$ cat src/rtl/camera_ray_gen.sv
// Raster-order primary ray source: one Q16.16 ray per pixel of a WIDTH x HEIGHT frame.
// Latency: first ray valid 1 cycle after an accepted i_start; then up to one ray per cycle.
// Backpressure: ray, coordinates and o_last hold bit-stable while o_valid && !i_ready.
module camera_ray_gen #(
   parameter int WIDTH  = 640,
   parameter int HEIGHT = 480,
   parameter int XW     = $clog2(WIDTH) + 1,
   parameter int YW     = $clog2(HEIGHT) + 1
) (
   input  logic                             clk,
   input  logic                             reset,
   input  logic                             i_start,
   input  logic signed [0:2][31:0]          i_eye,
   input  logic signed [0:2][31:0]          i_corner,
   input  logic signed [0:2][31:0]          i_du,
   input  logic signed [0:2][31:0]          i_dv,
   output logic signed [0:1][0:2][31:0]     o_ray,
   output logic        [XW-1:0]             o_x,
   output logic        [YW-1:0]             o_y,
   output logic                             o_valid,
   input  logic                             i_ready,
   output logic                             o_last,
   output logic                             o_busy,
   output logic                             o_done,
   output logic                             o_overflow
);

   localparam logic [XW-1:0] X_MAX         = XW'(WIDTH - 1);
   localparam logic [YW-1:0] Y_MAX         = YW'(HEIGHT - 1);
   localparam logic          LAST_AT_START = (WIDTH == 1) && (HEIGHT == 1);

   typedef enum logic {
      IDLE = 1'b0,
      RUN  = 1'b1
   } state_t;

   state_t          state;
   state_t          state_nxt;
   logic            done_nxt;

   // Frame parameters captured at start; dir is the ray being offered, row_base the x=0 ray of the row.
   logic [0:2][31:0] eye_q;
   logic [0:2][31:0] du_q;
   logic [0:2][31:0] dv_q;
   logic [0:2][31:0] dir_q;
   logic [0:2][31:0] row_base_q;

   logic [0:2][31:0] dir_step;
   logic [0:2][31:0] row_step;
   logic             step_ovf;
   logic             row_ovf;

   logic             hs;
   logic             row_end;
   logic             frame_end;
   logic [XW-1:0]    x_inc;
   logic [YW-1:0]    y_inc;

   assign hs        = (state == RUN) && i_ready;
   assign row_end   = (o_x == X_MAX);
   assign frame_end = row_end && (o_y == Y_MAX);
   assign x_inc     = o_x + XW'(1);
   assign y_inc     = o_y + YW'(1);

   assign o_valid   = (state == RUN);
   assign o_busy    = (state == RUN);
   assign o_ray     = {eye_q, dir_q};

   // Both candidate next directions with per-component signed-overflow detection.
   always_comb begin
      dir_step = '0;
      row_step = '0;
      step_ovf = 1'b0;
      row_ovf  = 1'b0;
      for (int c = 0; c < 3; c++) begin
         dir_step[c] = dir_q[c] + du_q[c];
         row_step[c] = row_base_q[c] + dv_q[c];
         step_ovf = step_ovf | ((dir_q[c][31] == du_q[c][31]) && (dir_step[c][31] != dir_q[c][31]));
         row_ovf  = row_ovf  | ((row_base_q[c][31] == dv_q[c][31]) && (row_step[c][31] != row_base_q[c][31]));
      end
   end

   // State register and the one-cycle done pulse.
   always_ff @(posedge clk) begin
      if (reset) begin
         state  <= IDLE;
         o_done <= 1'b0;
      end else begin
         state  <= state_nxt;
         o_done <= done_nxt;
      end
   end

   // Next state: start leaves IDLE, acceptance of the final pixel returns to IDLE.
   always_comb begin
      state_nxt = state;
      done_nxt  = 1'b0;
      case (state)
         IDLE: begin
            if (i_start) begin
               state_nxt = RUN;
            end
         end
         RUN: begin
            if (hs && frame_end) begin
               state_nxt = IDLE;
               done_nxt  = 1'b1;
            end
         end
         default: state_nxt = IDLE;
      endcase
   end

   // Datapath: capture on start, then step along the row or wrap to the next row on each handshake.
   always_ff @(posedge clk) begin
      if (reset) begin
         eye_q      <= '0;
         du_q       <= '0;
         dv_q       <= '0;
         dir_q      <= '0;
         row_base_q <= '0;
         o_x        <= '0;
         o_y        <= '0;
         o_last     <= 1'b0;
         o_overflow <= 1'b0;
      end else if ((state == IDLE) && i_start) begin
         eye_q      <= i_eye;
         du_q       <= i_du;
         dv_q       <= i_dv;
         dir_q      <= i_corner;
         row_base_q <= i_corner;
         o_x        <= '0;
         o_y        <= '0;
         o_last     <= LAST_AT_START;
         o_overflow <= 1'b0;
      end else if (hs && !frame_end) begin
         if (!row_end) begin
            dir_q      <= dir_step;
            o_x        <= x_inc;
            o_last     <= (x_inc == X_MAX) && (o_y == Y_MAX);
            o_overflow <= o_overflow | step_ovf;
         end else begin
            row_base_q <= row_step;
            dir_q      <= row_step;
            o_x        <= '0;
            o_y        <= y_inc;
            o_last     <= (X_MAX == '0) && (y_inc == Y_MAX);
            o_overflow <= o_overflow | row_ovf;
         end
      end
   end

endmodule

$ cat config.mk
export PLATFORM = sky130hd
export DESIGN_NAME = camera_ray_gen
export DESIGN_NICKNAME = d
export VERILOG_FILES = /design/src/rtl/camera_ray_gen.sv
export SDC_FILE = /design/constraint.sdc
export NUM_CORES = 2
export LEC_CHECK = 0
export ABC_AREA = 1
export BUFFER_PORTS_ARGS = -buffer_cell sky130_fd_sc_hd__buf_2
export CAP_MARGIN = 30
export CELL_PAD_IN_SITES_DETAIL_PLACEMENT = 0
export CELL_PAD_IN_SITES_GLOBAL_PLACEMENT = 1
export CORE_AREA = 2 2 352 267
export DETAILED_ROUTE_END_ITERATION = 10
export DIE_AREA = 0 0 354 269
export GPL_TIMING_DRIVEN = 0
export PLACE_DENSITY = 0.73
export REMOVE_ABC_BUFFERS = 1
export SYNTH_ARGS = -nofsm -noshare
export SYNTH_HDL_FRONTEND = slang
export SYNTH_SLANG_ARGS = --single-unit
$ cat constraint.sdc
create_clock -name clk -period 6.8 [get_ports clk]
set_clock_uncertainty 0.2 [all_clocks]
set_input_delay 0.68 -clock clk [delete_from_list [all_inputs] [get_ports clk]]
set_output_delay 0.68 -clock clk [all_outputs]
set_load 0.02 [all_outputs]
# Word-level counts from Yosys, hierarchy flattened
# Cells that the tools add are included.
# op_classes
n_eq_ne	15
n_reduce_logical	19
add_sub_neg	8
muxes	13
bitwise_logic	7
# op_table
operator	n
$mux 96	6
$add 32x32->32	6
$eq 11x10->1 const B	2
$logic_and 1x1->1	12
$add 11x1->11 const B	1
$mux 11	1
$add 10x1->10 const B	1
$eq 10x9->1 const B	1
$eq 1x1->1	6
$ne 1x1->1	6
$or 1x1->1	6
$mux 1	5
$reduce_and 2->1	2
$reduce_bool 2->1	2
$reduce_or 2->1	2
$pmux 1 s2	1
$logic_not 1->1	1
$not 1->1	1
# totals
regBits	505
in_bits	388
output_inout_bits	218
wordCells	83

# Depth between registers and ports, before layout
# logic_depth
ltp_word	7
ltp_mapped	17
depth_no_buf	17

# Worst setup path after synthesis
# No wires, ideal clock.
# synth_timing
path_type	register -> register
start	register dir_q (netlist bit o_ray[64])
end	register dir_q (netlist bit o_ray[94])
required_time_ns	6.530
arrival_ns	2.232
setup_time_ns	0.070
path_buffers	0
slack_ns	4.298
path_stages_with_launch	15
period_less_slack_ns	2.502
cell_sequence	dfxtp_1 -> ha_1 -> inv_1 -> fa_1 -> inv_1 -> nand3_1 -> nand2_1 -> a21boi_0 -> o21ai_0 -> nand2_1 -> nand2_1 -> nand2_1 -> nand3_1 -> nand3_1 -> a21oi_1
# synth_via
elab_chain_len	4
# synth_rtl
item	line	rtl
start, declared	45	logic [0:2][31:0] dir_q;
start signal, assigned	130	dir_q <= i_corner;
start signal, assigned	138	dir_q <= dir_step;
start signal, assigned	144	dir_q <= row_step;
$add 32x32->32	76	dir_step[c] = dir_q[c] + du_q[c];
$mux 96	137	if (!row_end) begin
$mux 96	136	end else if (hs && !frame_end) begin
$mux 96	126	end else if ((state == IDLE) && i_start) begin
# No other way between the ends. The select of a mux whose other input is x is not followed.
# A chain may end at the register's enable or synchronous reset.

# Final worst setup path
# layout_timing
start	register o_x[1]
end	register row_base_q[42] (netlist name)
# layout_via
elab_chain_len	6
word_cells_on_any_way	7
classes_between	eq/ne: 1; reduce/logical: 6
# layout_rtl
item	line	rtl
start, declared	18	output logic [XW-1:0] o_x,
start signal, assigned	139	o_x <= x_inc;
$eq 11x10->1 (*)	60	assign row_end = (o_x == X_MAX);
$logic_and 1x1->1	61	assign frame_end = row_end && (o_y == Y_MAX);
$logic_not 1->1	136	
$logic_and 1x1->1	136	
$reduce_bool 2->1 (no source line)	-	
$reduce_and 2->1 (no source line) (*)	-	
end signal, assigned	131	row_base_q <= i_corner;
end signal, assigned	143	row_base_q <= row_step;
end, declared	46	logic [0:2][31:0] row_base_q;
# Mark *: on every way between the ends. The rest lies on a longest branch, timed or not.

==> impl_metrics.csv <==
group,metric,value,unit
timing,max_freq,0.203,GHz
power_and_ir_drop,powerDensity,238,mW/mm^2
synthesis,syn-instance-count,5019,
synthesis,seq_area_frac_synth,31.8,%
layout,drive_gt1_share,14.1,%
setup_path,crit_path_start_kind,"register",
synthesis,async_flop_share,0,%
min_path,hp-start,"i_dv[83]",
drt,vias_per_cell,5.12,
die,die_w,354,um
global_routing,grt_remaining_overflow,0,
drt,dr.pass1.iters,5,
setup_path,r2r_cells,13,
die,fp.dieH,269,um
layout,postLayoutCoreUtil,41.6,%
status,status,"finished, final reports clean",
synthesis,ys_seq_elements,505,
timing,setup-tns-final,0,ps
clock_network,cts.sink_count,505,
place,placed_cell_area,0.0363,mm^2
timing,fin_hold_ws,50.9,ps
setup_path,critPathSlowestCell,"inv_4",
synthesis,yosysMostFrequentCell,"nand2_1",
drt,wl_per_cell,19.1,um
layout,area_growth,20.7,%
die,fp.coreArea,0.0922,mm^2
layout,design_area,0.0384,mm^2
synthesis,synth_cell_types,49,
setup_path,rrSetupSlack,1870,ps
min_path,holdPathEnd,"dv_q[83]",
global_routing,antenna_found_initial,12,
setup_path,arrival,5300,ps
timing,hold_viol,0,
synthesis,synth_area_leaders,"dfxtp_1, nand2_1, nor2_1",
synthesis,synth_top_area_cell,"dfxtp_1",
clock_network,clockRootBuffer,"clkbuf_16",
clock_network,cts_buffers,57,
min_path,holdPathStages,3,
setup_path,crit_fanout,121,
drt,drt_iter0_drc,2749,
min_path,hp-class,"in -> reg",
setup_path,required,7170,ps
die,pin_count,606,
timing,final_min_period_over_clock_period,72.5,%
die,num_rows,97,
setup_path,max_stage_delay,720,ps
timing,drv_slew,0,
power_and_ir_drop,p_leak,18.8,nW
timing,period_needed,4930,ps
synthesis,synth-warning-count,0,
timing,relSlewSlack,34.6,%
timing,setup_viol_count_final,0,
clock_network,cts.clk_slew.worst_paths,70,ps
clock_network,postCtsSetupRepairBufs,0,
setup_path,crit_chain,"ha_1 > nand3_1 > inv_2 > nand3_1 > nor2_1 > nor2_2 > buf_8 > nand2_2 > nand2_8 > inv_4 > buf_12 > a21oi_1 > a21oi_1",
clock_network,h-tree-depth,2,
drt,routed_wl,130,mm
synthesis,synth_common_cells,"nand2_1, nor2_1, o21ai_0, dfxtp_1, a21oi_1",
place,routabilityCongestion,0.941,
die,start_util,34.5,%
place,port_buffers,605,
run,max_cap_viol_count,0,
timing,worst_pin_slew,981,ps
drt,vias,34800,
timing,rsz0062_at_grt,"false",
clock_network,clk_latency,660,ps
layout,regArea,0.0101,mm^2
global_routing,grt_max_degree,137,
synthesis,synth_ff_type,"dfxtp_1",
global_routing,grtUsageTotal,26.1,%
setup_path,reg2reg_from,"o_x[1]",
die,dieArea,0.0952,mm^2
synthesis,syn_area,0.0318,mm^2
setup_path,end_kind,"register",
clock_network,cts_tree,"yes",
setup_path,r2r_end,"row_base_q[42]",
power_and_ir_drop,ir_drop,0.231,mV
power_and_ir_drop,p_total,0.00914,W
layout,fillerInstances,10200,
clock_network,clockBufferDepth,3,
layout,final_nets,6095,
place,dp_hpwl,99.2,mm
drt,ant_nets,0,
synthesis,synth_enable_flop_cells,0,
synthesis,synth_top_area_share,31.8,%
global_routing,grt_pass1_vias,32200,
layout,multi_input_area,0.0195,mm^2
synthesis,avgSynthCellArea,6.34,um^2
global_routing,grt_pass1_wl,194,mm
drt,drcViolationCount,0,
setup_path,crit_type,"reg -> reg",
## per-layer routing
metal  global-route usage (%)  wire (um)  vias to the layer above
met5                        0         55                        -
met4                     6.09       2960                        8
met3                     4.61       9100                      154
met2                     39.3      54600                     1011
met1                     38.4      63000                    16100
li1                         -          -                    17600
## report_power, final
group	internal (W)	total, W	switching (W)
clock	0.00198	0.00339	0.00141
sequential	0.00322	0.00343	0.000209
combinational	0.000798	0.00231	0.00152
## state kept, by name (all words and copies together) (netlist names), 10 cells and up
| name | count |
|---|---|
| row_base_q | 96 |
| du_q | 96 |
| o_ray | 192 |
| o_y | 10 |
| dv_q | 96 |
| o_x | 11 |
## stage by stage
stage / instances / worst slack [ps]
after floorplan: 4810 / -26870
after global placement: 6652 / -81280
after detailed placement: 6682 / 1870
after CTS: 6793 / 1850
after global routing: 6796 / 1600
final: 6797 / 1870
## timing repair
item	4_1_cts	5_1_grt
endpoints found under the hold margin	8	0
resized for setup	0	0
hold buffers	8	0
## critical path: cells and delay by family (launching register included)
family	cells	cell delay [ps]
compound gates	2	220
fa+ha+maj	1	220
buf+inv	4	1300
flops	1	430
simple gates	6	2280
## area by class of cell
class	count	share of cell area [%]
Antenna cell	4	0.0261
Tap cell	1237	4.03
Multi-Input combinational cell	3946	50.9
Timing Repair Buffer	643	9.92
Sequential cell	505	26.3
Clock buffer	79	4.35
Inverter	359	3.55
Clock inverter	24	0.922
## cell families after synthesis
logic type,count (synthesis),synth area share [%]
compound gates,1131,18.8
simple gates,2537,32.4
xor+xnor,82,2.26
mux,1,0.0315
flops,505,31.8
fa+ha+maj,195,7.81
buf+inv,568,6.94
## cell usage in the layout, fill, tap and decap left out, drive strengths merged, types with 2 or more instances in the layout
cell type	Yosys	final
nand2	1101	1101
nor2	983	983
buf	47	635
o21ai	610	610
dfxtp	505	505
a21oi	382	382
inv	356	359
nand3	290	290
ha	189	189
clkbuf	162	79
xor2	48	48
nand4	47	47
nor3	46	46
a31oi	44	44
xnor2	34	34
o21bai	32	32
or2	32	32
nand3b	26	26
o21a	17	17
a21o	17	17
o211ai	15	15
clkinv	3	13
dlygate4sd3	0	8
bufinv	0	7
fa	6	6
and2	5	5
nor4	5	5
diode	0	4
clkinvlp	0	4
a211oi	4	4
a21boi	2	2
o211a	2	2
a22o	2	2
a2bb2oi	2	2
## worst max-delay path by stage
stage	from	endpoint	slack [ps]	cells after the start
2_1_floorplan	i_start	row_base_q[18]	-26870	9
3_3_place_gp	i_start	row_base_q[22]	-81280	10
3_5_place_dp	o_x[1]	row_base_q[95]	1870	13
4_1_cts	o_x[1]	row_base_q[42]	1850	13
5_1_grt	o_x[0]	row_base_q[88]	1600	13
6_report	o_x[1]	row_base_q[42]	1870	13
(Power assumes the default switching activity.)
